File: src/rtl/parking_slot_ctrl.sv
// Car-park slot controller: per-slot occupancy/timestamps, check-in auto-assign, check-out duration.
// Latency: request rising edge detected at edge N, done/err pulse after edge N+1.
// Backpressure: busy for one cycle after detection; request edges seen while busy are dropped.
module parking_slot_ctrl #(
    parameter int NSLOT = 6,
    parameter int TW    = 11
) (
    input  logic             clk,
    input  logic             rst_n,
    input  logic             checkin_req,
    input  logic             checkout_req,
    input  logic [3:0]       selector,
    input  logic [TW-1:0]    timer,
    output logic [NSLOT-1:0] occupied,
    output logic [2:0]       free_count,
    output logic             full,
    output logic             busy,
    output logic             done,
    output logic             err,
    output logic [1:0]       err_code,
    output logic [2:0]       slot_out,
    output logic [TW-1:0]    duration
);

    typedef enum logic {IDLE, EXEC} state_t;
    typedef enum logic [1:0] {OP_IN, OP_OUT, OP_BOTH} op_t;

    state_t           state_q, state_d;
    op_t              op_q, ev_op;
    logic             in_q, out_q;
    logic             in_ev, out_ev, accept;
    logic [3:0]       sel_q;
    logic [TW-1:0]    snap_q;
    logic [TW-1:0]    ts_q [NSLOT];

    logic             free_found, sel_ok, ok;
    logic [2:0]       free_slot, tgt, free_n;
    logic [1:0]       code;
    logic [NSLOT-1:0] tgt_mask, occ_n;
    logic [TW-1:0]    ts_sel, dur_n;

    // History resets to 1 so a level already high at reset release is not an edge.
    assign in_ev  = checkin_req  & ~in_q;
    assign out_ev = checkout_req & ~out_q;
    assign accept = (state_q == IDLE) && (in_ev || out_ev);
    assign busy   = (state_q == EXEC);

    always_comb begin
        state_d = state_q;
        ev_op   = OP_IN;
        if (in_ev && out_ev)
            ev_op = OP_BOTH;
        else if (out_ev)
            ev_op = OP_OUT;
        case (state_q)
            IDLE:    if (accept) state_d = EXEC;
            EXEC:    state_d = IDLE;
            default: state_d = IDLE;
        endcase
    end

    always_comb begin
        free_found = 1'b0;
        free_slot  = 3'd0;
        for (int i = NSLOT - 1; i >= 0; i--) begin
            if (!occupied[i]) begin
                free_found = 1'b1;
                free_slot  = 3'(i + 1);
            end
        end
        sel_ok   = (sel_q != 4'd0) && (sel_q <= 4'(NSLOT));
        tgt      = (op_q == OP_IN && sel_q == 4'd0) ? free_slot : sel_q[2:0];
        // tgt of 0 shifts the bit out, giving an empty mask.
        tgt_mask = NSLOT'(1) << (tgt - 3'd1);
        ts_sel   = '0;
        for (int i = 0; i < NSLOT; i++) begin
            if (tgt_mask[i]) ts_sel = ts_q[i];
        end
        dur_n = snap_q - ts_sel;

        ok    = 1'b0;
        code  = 2'd0;
        occ_n = occupied;
        case (op_q)
            OP_IN: begin
                if (sel_q == 4'd0)
                    code = free_found ? 2'd0 : 2'd2;
                else if (!sel_ok)
                    code = 2'd1;
                else if (|(occupied & tgt_mask))
                    code = 2'd2;
                ok = (code == 2'd0);
                if (ok) occ_n = occupied | tgt_mask;
            end
            OP_OUT: begin
                if (!sel_ok)
                    code = 2'd1;
                else if (!(|(occupied & tgt_mask)))
                    code = 2'd3;
                ok = (code == 2'd0);
                if (ok) occ_n = occupied & ~tgt_mask;
            end
            default: code = 2'd1;
        endcase

        free_n = 3'd0;
        for (int i = 0; i < NSLOT; i++) begin
            if (!occ_n[i]) free_n = free_n + 3'd1;
        end
    end

    always_ff @(posedge clk or negedge rst_n) begin
        if (!rst_n) begin
            state_q    <= IDLE;
            in_q       <= 1'b1;
            out_q      <= 1'b1;
            op_q       <= OP_IN;
            sel_q      <= 4'd0;
            snap_q     <= '0;
            occupied   <= '0;
            free_count <= 3'(NSLOT);
            full       <= 1'b0;
            done       <= 1'b0;
            err        <= 1'b0;
            err_code   <= 2'd0;
            slot_out   <= 3'd0;
            duration   <= '0;
            for (int i = 0; i < NSLOT; i++) ts_q[i] <= '0;
        end else begin
            state_q <= state_d;
            in_q    <= checkin_req;
            out_q   <= checkout_req;
            done    <= 1'b0;
            err     <= 1'b0;
            if (accept) begin
                op_q   <= ev_op;
                sel_q  <= selector;
                snap_q <= timer;
            end
            if (state_q == EXEC) begin
                if (ok) begin
                    occupied   <= occ_n;
                    free_count <= free_n;
                    full       <= (free_n == 3'd0);
                    slot_out   <= tgt;
                    done       <= 1'b1;
                    if (op_q == OP_IN) begin
                        for (int i = 0; i < NSLOT; i++)
                            if (tgt_mask[i]) ts_q[i] <= snap_q;
                    end else begin
                        duration <= dur_n;
                    end
                end else begin
                    err      <= 1'b1;
                    err_code <= code;
                end
            end
        end
    end

endmodule

File: config.mk
export PLATFORM = sky130hd
export DESIGN_NAME = parking_slot_ctrl
export DESIGN_NICKNAME = d
export VERILOG_FILES = /design/src/rtl/parking_slot_ctrl.sv
export SDC_FILE = /design/constraint.sdc
export NUM_CORES = 1
export LEC_CHECK = 0
export ABC_AREA = 1
export BUFFER_PORTS_ARGS = -buffer_cell sky130_fd_sc_hd__buf_2
export CAP_MARGIN = 20
export CORE_MARGIN = 3
export CORE_UTILIZATION = 45
export DETAILED_ROUTE_END_ITERATION = 8
export GPL_ROUTABILITY_DRIVEN = 0
export SLEW_MARGIN = 20
export SYNTH_ARGS = -nofsm -noshare
export SYNTH_HDL_FRONTEND = slang
export SYNTH_SLANG_ARGS = --single-unit
File: constraint.sdc
create_clock -name clk -period 7.1 [get_ports clk]
set_input_delay 0.71 -clock clk [delete_from_list [all_inputs] [get_ports clk]]
set_output_delay 0.71 -clock clk [all_outputs]
set_load 0.01 [all_outputs]
---- Word-level counts from Yosys, hierarchy flattened ----
Cells that the tools add are included.
operators by class
  add/subtract/negate cells ............... 7
  multipliers ............................. 0
  divide/modulo/power cells ............... 0
  order comparisons ....................... 1
  equality and inequality tests ........... 1
  shift-type cells ........................ 1
  multiplexer cells ....................... 46
  bitwise logic cells ..................... 11
  reduce and logical (&&, ||, !) cells .... 21
operators by type and width
  cell                 count
  $mux 11              6
  $mux 3               12
  $reduce_and 4->1     6
  $mux 2               9
  $add 3x1->3 const B  5
  $mux 1               13
  $and 6x6->6          2
  $mux 6               2
  $pmux 6 s2           1
  $sub 11x11->11       1
  $logic_not 2->1      3
  $not 6->6            1
  $or 6x6->6           1
  $reduce_or 6->1      1
  $shl 1x3->6 const A  1
  $not 1->1            5
  $le 4x3->1 const B   1
  $logic_and 1x1->1    4
  $logic_not 4->1      1
  $pmux 1 s2           2
  $pmux 2 s2           1
  $reduce_and 2->1     2
  $reduce_bool 4->1    1
  $logic_not 3->1      1
  5 further kinds      6
word-level totals
  flip-flop bits (word level) ............. 114
  bits in latches ......................... 0
  RAM bits ................................ 0
  memory bits (read-only) ................. 0
  input bits .............................. 19
  output and inout bits ................... 29
  logic and storage cells ................. 108
  memories ................................ 0

---- Depth between registers and ports, before layout ----
Gate-level depths: netlist (run 1).
  word-level depth ........................ 30
  mapped depth ............................ 37
  mapped depth without buffers ............ 37

---- Worst setup path after synthesis (run 1) ----
OpenSTA, ideal clock, no wires.
  path type ............................... reg-to-reg
  start ................................... register op_q[1]
  end ..................................... register full
  setup time .............................. 116 ps
  arrival time ............................ 3982 ps
  required time ........................... 6984 ps
  path slack .............................. 3002 ps
  stages on the path, launching flop included .. 35
  buffers on the path ..................... 0
  period minus slack after synthesis ...... 4098 ps
  path through ............................ dfrtp_1 nor2_8 nand3_4 nor2_1 nor2_2 nor2_2 nand2_1 nor2_1 nor2_1 nand2_2 nand2_4 nor2_4 nand2_1 nand2_1 ha_1 inv_1 nand2_1 nand2_1 inv_1 ha_1 or2_2 nand2_1 inv_1 ha_1 nand2_1 nand2_1 ha_1 nand3_1 nand3_1 nand2_1 nor2_1 nor2_1 nor2_1 nand2_1 nand2_1
between the ends
  word-level cells in the longest chain between the ends .. 26
  elaborated cells between the ends (all ways) .. 37
  classes of those cells .................. add/sub (6); eq/ne (1); shift (1); mux (18); bitwise (4); reduce/logical (7)
ends and longest elaborated chain
  item                    RTL line  text
  from (decl)             29        op_t op_q, ev_op;
  from (signal assigned)  136       op_q <= ev_op;
  $logic_not 2->1         72, 84
  $logic_and 1x1->1       72        tgt = (op_q == OP_IN && sel_q == 4'd0) ? free_slot : sel_q[2:0];
  $mux 3                  72
  $sub 3x1->3             74        tgt_mask = NSLOT'(1) << (tgt - 3'd1);
  $shl 1x3->6             74
  $and 6x6->6             90, 98
  $reduce_or 6->1         90, 98
  $mux 2                  90        else if (|(occupied & tgt_mask))
  [... 10 more ...]       -
  $mux 3                  108       if (!occ_n[i]) free_n = free_n + 3'd1;
  $add 3x1->3             108
  $mux 3                  108
  $add 3x1->3             108
  $mux 3                  108
  $add 3x1->3             108
  $mux 3                  108
  $logic_not 3->1         144       full <= (free_n == 3'd0);
  to (signal assigned)    144
  to (decl)               16        output logic full,
Several ways; a longest one is shown, not always the timed one. The select of a mux whose other input is x is not followed.
A chain may end at the register's enable or synchronous reset.

---- Worst setup path in the final report (run 1) ----
Ends and elaborated chain as after synthesis.

==> reports/qor_table.md, run 1 <==
| Metric | Reported | Unit |
| --- | --- | --- |
| Share of total power consumed by net switching | 35.95 | % |
| Die Outline Area | 14250 | sq um |
| Maximum single-stage delay on the critical path | 0.46 | ns |
| Ratio of cells with drive above 1 in the final layout | 17.79 | % |
| Die Span X | 119.4 | um |
| Antenna fix cells | 0 | - |
| Vias in the first global route | 4376 | - |
| Area growth, synth to finish | 14.71 | % |
| Sink Count | 114 | - |
| Worst endpoint data arrival time | 4.92 | ns |
| Number of max-slew violations in the final report | 0 | - |
| Most area-hungry cell type in the Yosys netlist | sky130_fd_sc_hd__dfrtp_1 | - |
| Top cell types by occurrence after synthesis | sky130_fd_sc_hd__nand2_1, sky130_fd_sc_hd__dfrtp_1, sky130_fd_sc_hd__inv_1 | - |
| Number of vias per cell | 5.178 | - |
| Worst min path class | input port to asynchronous set/reset pin | - |
| Switching power summed over all nets | 970.3 | uW |
| Worst flop-to-flop path endpoint | full | - |
| Minimum hold slack | 0.3520 | ns |
| Global-route wire length before repair | 21670 | um |
| CP dominant cell by count | sky130_fd_sc_hd__nand2_1 | - |
| Number of H-tree levels | 4 | - |
| Maximum number of pins on one net before global-route repair | 62 | - |
| Setup repair after global routing missed its margin | no | - |
| Slowest CP cell | sky130_fd_sc_hd__inv_1 | - |
| Skew-Pair Late Insertion Delay | 0.40 | ns |
| Hold_buf cts | 0 | - |
| Final antenna-violating net count | 0 | - |
| Aggregate negative setup slack | 0 | ns |
| Count of maximum capacitance violations | 0 | - |
| Endpoints failing hold | 0 | - |
| Slew at the pin closest to its max-slew limit | 0.7410 | ns |
| Count of nets after finishing | 746 | - |
| Number of iterations in the first detailed-routing pass | 5 | - |
| Remaining max-slew budget at the tightest pin | 50.60 | % |
| Synthesized net count | 703 | - |
| Sequential share of the synthesized area | 49.41 | % |
| Fraction of power consumed by sequential logic | 35.1 | % |
| Cell area after placement | 6062 | sq um |
| Length in cells of the worst reg-to-reg path | 28 | - |
| Number of DRC markers after the initial detailed-route iteration | 452 | - |
| Area share of the largest cell type after synthesis | 47.59 | % |
| Mapped Cells | 669 | - |
| DRC violations left | 0 | - |
| Largest fanout of any net on the critical path | 14 | - |
| Count of flip-flops with a built-in enable after synthesis | 0 | - |
| Setup Fix Bufs, Post-CTS | 0 | - |
| Number of gates resized after CTS | 0 | - |
| Final total power | 2.699 | mW |
| Kind of start point of the critical path | register | - |
| Leading cell types by total area after synthesis | sky130_fd_sc_hd__dfrtp_1, sky130_fd_sc_hd__nand2_1, sky130_fd_sc_hd__o21ai_1 | - |
| Layout filler cell count | 1127 | - |
| Part of the total power dissipated in combinational logic | 35.3 | % |
| Clock tree skew after final layout | 0.008981 | ns |
| Warnings, synthesis | 0 | - |
| TritonCTS clock tree | done | - |
| Leakage power of the design | 3.194 | nW |
| Clock buffer count from CTS | 17 | - |
| Flop2flop setup slack | 2.47 | ns |
| Half-perimeter wire length after placement | 9110 | um |
| Total area of sequential cells | 2858 | sq um |
| Final worst path period share | 65.18 | % |
| Outcome | complete, no violations | - |
| Multi-input gate area | 2527 | sq um |
| Cell with the most instances after synthesis | sky130_fd_sc_hd__nand2_1 | - |
| Netlist area before placement | 5784 | sq um |
| Minimum period implied by the final worst setup slack | 4.628 | ns |
| Final non-filler cell area | 6635 | sq um |
| Effective utilization at floorplan | 47.17 | % |
| Data required, critical path | 7.39 | ns |
| Max IR drop VDD | 0.4092 | mV |
| Bufs on Longest Clock Path | 2 | - |
| Library cell used as clock root buffer | sky130_fd_sc_hd__clkbuf_16 | - |
| Post-synthesis sequential element count | 114 | - |
| Cell area power density | 406.7 | nW/um^2 |
| CTS clock-pin slew for the worst setup and hold paths | 0.05 | ns |
| Routed length per instance | 14.65 | um |
| Nature of the critical path endpoint | register | - |
| Share of flip-flops with an asynchronous set or reset | 100.0 | % |
| Grt ovf | 0 | - |
| Core Area | 12260 | sq um |
| Kind of critical path | register to register | - |
| Internal power contribution | 1.728 | mW |
| Clock share of power | 29.7 | % |
| Initial antenna violation count | 0 | - |
| Die height | 119.4 | um |
| Top-Level Pins | 48 | - |
| Maximum operating frequency | 216.1 | MHz |
| Most frequently used flop master after synthesis | sky130_fd_sc_hd__dfrtp_1 | - |
| Per-instance average area after synthesis | 8.646 | sq um |
| Number of port buffers | 47 | - |
| Row Count | 40 | - |
| Number of library cell types mapped by synthesis | 39 | - |
| Global router's overall resource usage | 19.06 | % |
| Reg-to-Reg Start | op_q[1] | - |
| Overall via count from detail_route | 4624 | - |
| Count of final setup violators | 0 | - |
| Detailed-route wire length | 13080 | um |
-- layout by cell type, fill, tap and decap left out, types with 2 or more instances in the layout --
cell                        count
sky130_fd_sc_hd__xnor2_1        2
sky130_fd_sc_hd__o21ai_0       44
sky130_fd_sc_hd__nand3_1       24
sky130_fd_sc_hd__buf_2         46
sky130_fd_sc_hd__ha_1          14
sky130_fd_sc_hd__clkinv_2       3
sky130_fd_sc_hd__xor2_1         8
sky130_fd_sc_hd__o21ai_1       45
sky130_fd_sc_hd__inv_1         54
sky130_fd_sc_hd__clkbuf_16     17
sky130_fd_sc_hd__dfrtp_1      110
sky130_fd_sc_hd__nand2_1      212
sky130_fd_sc_hd__nand4_1       21
sky130_fd_sc_hd__nor2_4         2
sky130_fd_sc_hd__clkbuf_8       5
sky130_fd_sc_hd__nand2_2        6
sky130_fd_sc_hd__clkbuf_1       5
sky130_fd_sc_hd__nand3_4        5
sky130_fd_sc_hd__o21ai_2       19
sky130_fd_sc_hd__nor2_2         6
sky130_fd_sc_hd__a21oi_1       12
sky130_fd_sc_hd__dfstp_2        4
sky130_fd_sc_hd__nor2_1        22
sky130_fd_sc_hd__buf_4          4
sky130_fd_sc_hd__o31ai_1        3
sky130_fd_sc_hd__or2_2          2
sky130_fd_sc_hd__nor3_1         2
sky130_fd_sc_hd__inv_2          3
sky130_fd_sc_hd__o21a_1         2
sky130_fd_sc_hd__a22o_1         2
sky130_fd_sc_hd__a221oi_1       8
-- logic make-up after synthesis --
logic type	Yosys count	synth area share [%]
xor+xnor	10	1.514
fa+ha+maj	15	3.374
compound gates	140	14.36
simple gates	305	23.79
mux	2	0.4542
flops	114	49.41
buf+inv	83	7.095
-- area by class of cell --
type | instances | share of cell area (%)
flip-flops and latches | 114 | 43.07
multi-input cells | 472 | 38.09
clock buffers | 27 | 7.731
repair buffers | 50 | 3.922
inverters | 57 | 3.225
well taps | 168 | 3.168
clock inverters | 5 | 0.7920
-- critical path, delay by kind of cell (launching register included) --
| family | cells | cell delay, ns |
|---|---|---|
| fa+ha+maj | 4 | 1.04 |
| simple gates | 20 | 2.20 |
| buf+inv | 3 | 0.55 |
| flops | 1 | 0.44 |
| compound gates | 1 | 0.26 |
-- state kept, by name (all words and copies together) (netlist names) --
register	flops
sel_q	4
snap_q	11
done	1
err_code	2
err	1
ts_q	66
occupied	6
full	1
op_q	2
free_count	3
busy	1
in_q	1
slot_out	3
out_q	1
duration	11
-- power by group through the flow --
| stage | logic, mW | clock network, mW | registers (mW) |
|---|---|---|---|
| after CTS | 0.955 | 0.816 | 0.946 |
| after floorplan | 0.685 | 0 | 0.966 |
| after global placement | 0.929 | 0 | 0.950 |
| final | 0.951 | 0.800 | 0.947 |
| after global routing | 1.09 | 0.853 | 0.970 |
| after detailed placement | 0.951 | 0 | 0.954 |
-- worst max path at each step --
stage	startpoint	end	slack (ns)	depth (start not counted)
after CTS	op_q[1]	full	2.49	28
final	op_q[1]	full	2.47	28
after floorplan	op_q[1]	full	3.00	34
after global placement	op_q[1]	full	2.62	28
after global routing	op_q[1]	full	1.98	32
after detailed placement	op_q[1]	full	2.50	28
-- layer usage --
| layer | routed length [um] | GRT usage (%) | vias up |
|---|---|---|---|
| li1 | - | - | 2315 |
| met1 | 6580 | 27.92 | 2169 |
| met2 | 5642 | 27.76 | 127 |
| met3 | 714 | 4.606 | 13 |
| met4 | 144 | 6.299 | 0 |
| met5 | 0 | 0 | - |
-- metrics by stage --
stage	setup slack, ns	std cells	util (%)
after floorplan	3.002	669	-
after global placement	2.617	861	49.44
after detailed placement	2.501	861	49.44
after CTS	2.493	893	54.05
after global routing	1.976	893	54.11
final	2.472	893	54.11
Power figures use the tool's default switching activity.
==> run 2, diff against run 1 <==
==> constraint.sdc (replaced) <==
create_clock -name clk -period 4.3 [get_ports clk]
set_input_delay 0.43 -clock clk [delete_from_list [all_inputs] [get_ports clk]]
set_output_delay 0.43 -clock clk [all_outputs]
set_load 0.01 [all_outputs]
==> run 2 against run 1 <==
Effect of this change: global-route usage is 1.2 points higher; wire length up 9.5%; die area stayed put; highest routed layer unchanged.
==> reports/qor_table.md, run 2 (synthesis results as in run 1) <==
| Metric | Reported | Unit |
| --- | --- | --- |
| Outcome | complete, no violations | - |
| TritonCTS clock tree | done | - |
| CTS clock-pin slew for the worst setup and hold paths | 0.05 | ns |
| Number of flip-flops under the largest register name | 66 | - |
| Slew at the pin closest to its max-slew limit | 0.7130 | ns |
| Detailed-route wire length | 14320 | um |
| Kind of start point of the critical path | register | - |
| Layout filler cell count | 1069 | - |
| Multi-input gate area | 2738 | sq um |
| Number of port buffers | 47 | - |
| Clock tree skew after final layout | 0.007451 | ns |
| Worst min path class | input port to register | - |
| Most frequent standard cell in the layout excluding fill and tap cells | sky130_fd_sc_hd__nand2_1 | - |
| Die Span X | 119.4 | um |
| Number of max-slew violations in the final report | 0 | - |
| Area growth, synth to finish | 25.87 | % |
| Effective utilization at floorplan | 47.17 | % |
| Library cell used as clock root buffer | sky130_fd_sc_hd__clkbuf_16 | - |
| Largest fanout of any net on the critical path | 6 | - |
| Maximum number of pins on one net before global-route repair | 44 | - |
| Leakage power of the design | 3.452 | nW |
| Register containing the most flip-flops in the final layout | ts_q | - |
| Biggest registers after layout | ts_q (66), duration (11), snap_q (11) | - |
| Endpoints failing hold | 0 | - |
| Post-placement worst setup slack | -0.1286 | ns |
| CP dominant cell by count | sky130_fd_sc_hd__nand2_1 | - |
| Ratio of cells with drive above 1 in the final layout | 29.46 | % |
| Cell area power density | 686.6 | nW/um^2 |
| DRC violations left | 0 | - |
| Minimum period implied by the final worst setup slack | 4.161 | ns |
| Top-Level Pins | 48 | - |
| Overall via count from detail_route | 4794 | - |
| Clock buffer count from CTS | 17 | - |
| Max IR drop VDD | 0.4605 | mV |
| Die height | 119.4 | um |
| Die Outline Area | 14250 | sq um |
| CP startpoint | occupied[4] | - |
| Count of final setup violators | 0 | - |
| Data required, critical path | 4.61 | ns |
| Top library cells by usage in the layout, fill and taps aside | sky130_fd_sc_hd__nand2_1, sky130_fd_sc_hd__dfrtp_1, sky130_fd_sc_hd__buf_4, sky130_fd_sc_hd__o21ai_1, sky130_fd_sc_hd__buf_2 | - |
| Number of iterations in the first detailed-routing pass | 7 | - |
| Maximum operating frequency | 240.3 | MHz |
| Routed length per instance | 15.20 | um |
| Row Count | 40 | - |
| Switching power summed over all nets | 1.844 | mW |
| Global router's overall resource usage | 20.25 | % |
| Count of maximum capacitance violations | 0 | - |
| Grt ovf | 0 | - |
| Global-route wire length before repair | 22840 | um |
| Worst-case setup margin in the final layout | 0.1394 | ns |
| Number of vias per cell | 5.089 | - |
| Total area of sequential cells | 2864 | sq um |
| Remaining max-slew budget at the tightest pin | 52.29 | % |
| Kind of critical path | register to register | - |
| Final worst path period share | 96.76 | % |
| Final antenna-violating net count | 0 | - |
| Skew-Pair Late Insertion Delay | 0.41 | ns |
| Internal power contribution | 3.155 | mW |
| Number of buffer and inverter instances along the worst setup path | 6 | - |
| Bufs on Longest Clock Path | 2 | - |
| Sink Count | 114 | - |
| Final non-filler cell area | 7281 | sq um |
| Clock share of power | 27.4 | % |
| Cell type group with the largest total delay on the critical path | simple AND/OR/NAND/NOR gates | - |
| Half-perimeter wire length after placement | 9422 | um |
| Number of DRC markers after the initial detailed-route iteration | 368 | - |
| Share of total power consumed by net switching | 36.89 | % |
| Slowest CP cell | sky130_fd_sc_hd__dfrtp_2 | - |
| Antenna fix cells | 0 | - |
| Maximum single-stage delay on the critical path | 0.42 | ns |
| Worst endpoint data arrival time | 4.47 | ns |
| Fraction of power consumed by sequential logic | 31.3 | % |
| Number of H-tree levels | 4 | - |
| Cell area after placement | 6225 | sq um |
| Worst hold start | checkin_req | - |
| Vias in the first global route | 4517 | - |
| Nature of the critical path endpoint | register | - |
| Count of nets after finishing | 795 | - |
| Core Area | 12260 | sq um |
| Reg-to-Reg Start | occupied[4] | - |
| Initial antenna violation count | 0 | - |
| Part of the total power dissipated in combinational logic | 41.3 | % |
run 2: cell count changes in the layout (fill, tap and decap cells not counted), moves of 4 or more:
cell	delta
sky130_fd_sc_hd__nand2_1	-12
sky130_fd_sc_hd__clkinvlp_4	+4
sky130_fd_sc_hd__inv_1	-10
sky130_fd_sc_hd__ha_1	-5
sky130_fd_sc_hd__dfrtp_1	-5
sky130_fd_sc_hd__inv_2	+7
sky130_fd_sc_hd__nand3_1	-4
sky130_fd_sc_hd__buf_4	+44
sky130_fd_sc_hd__dfrtp_2	+5
sky130_fd_sc_hd__nor2_1	-5
sky130_fd_sc_hd__nand2_2	+9
sky130_fd_sc_hd__nor2_4	+7
run 2: per-stage QoR:
stage	utilization [%]	power, mW	TNS, ns	hold WS [ns]	instances
final	59.38	4.999	0	0.1314	942
after global routing	59.38	5.376	-0.4918	0.1197	942
after CTS	56.05	4.644	0	0.1117	917
after floorplan	-	2.727	0	0.1344	669
after global placement	50.77	3.166	0	0.3711	881
after detailed placement	50.77	3.217	-0.2307	0.3797	881
run 2: path summary, 6_finish.rpt:
| path | endpoint | slack (ns) | depth (start not counted) |
|---|---|---|---|
| setup / recovery | full | 0.14 | 36 |
| hold / removal | in_q | 0.13 | 1 |
| setup reg to reg | full | 0.14 | 36 |
| hold reg to reg | free_count[2] | 0.46 | 2 |
| max in group asynchronous | occupied[0] | 2.86 | 3 |
| min in group asynchronous | snap_q[5] | 0.49 | 2 |
run 2: area by class of cell:
cell class	count	area share [%]
Timing Repair Buffer	99	9.108
Inverter	57	3.076
Clock inverter	10	1.478
Tap cell	168	2.887
Multi-Input combinational cell	472	37.60
Clock buffer	22	6.513
Sequential cell	114	39.34
run 2: timing repair:
item                       4_1_cts  5_1_grt
hold buffers                     1        0
setup endpoints to repair        3        5
hold endpoints to repair        28        0
resized for setup                7       59
pin swaps                        3       39
buffers inserted                 3       26
run 2: power by group through the flow:
stage               registers (mW)  logic, mW  clock network [mW]
floorplan                     1.60       1.13                   0
global placement              1.56       1.61                   0
detailed placement            1.57       1.65                   0
CTS                           1.55       1.69                1.40
global route                  1.60       2.32                1.46
finish                        1.56       2.06                1.37
run 2: routing by layer:
metal	up-vias	global-route usage (%)	wire, um
li1	2409	-	-
met1	2241	29.18	6861
met4	0	8.304	294
met3	30	4.321	609
met2	114	29.71	6558
met5	-	0	0
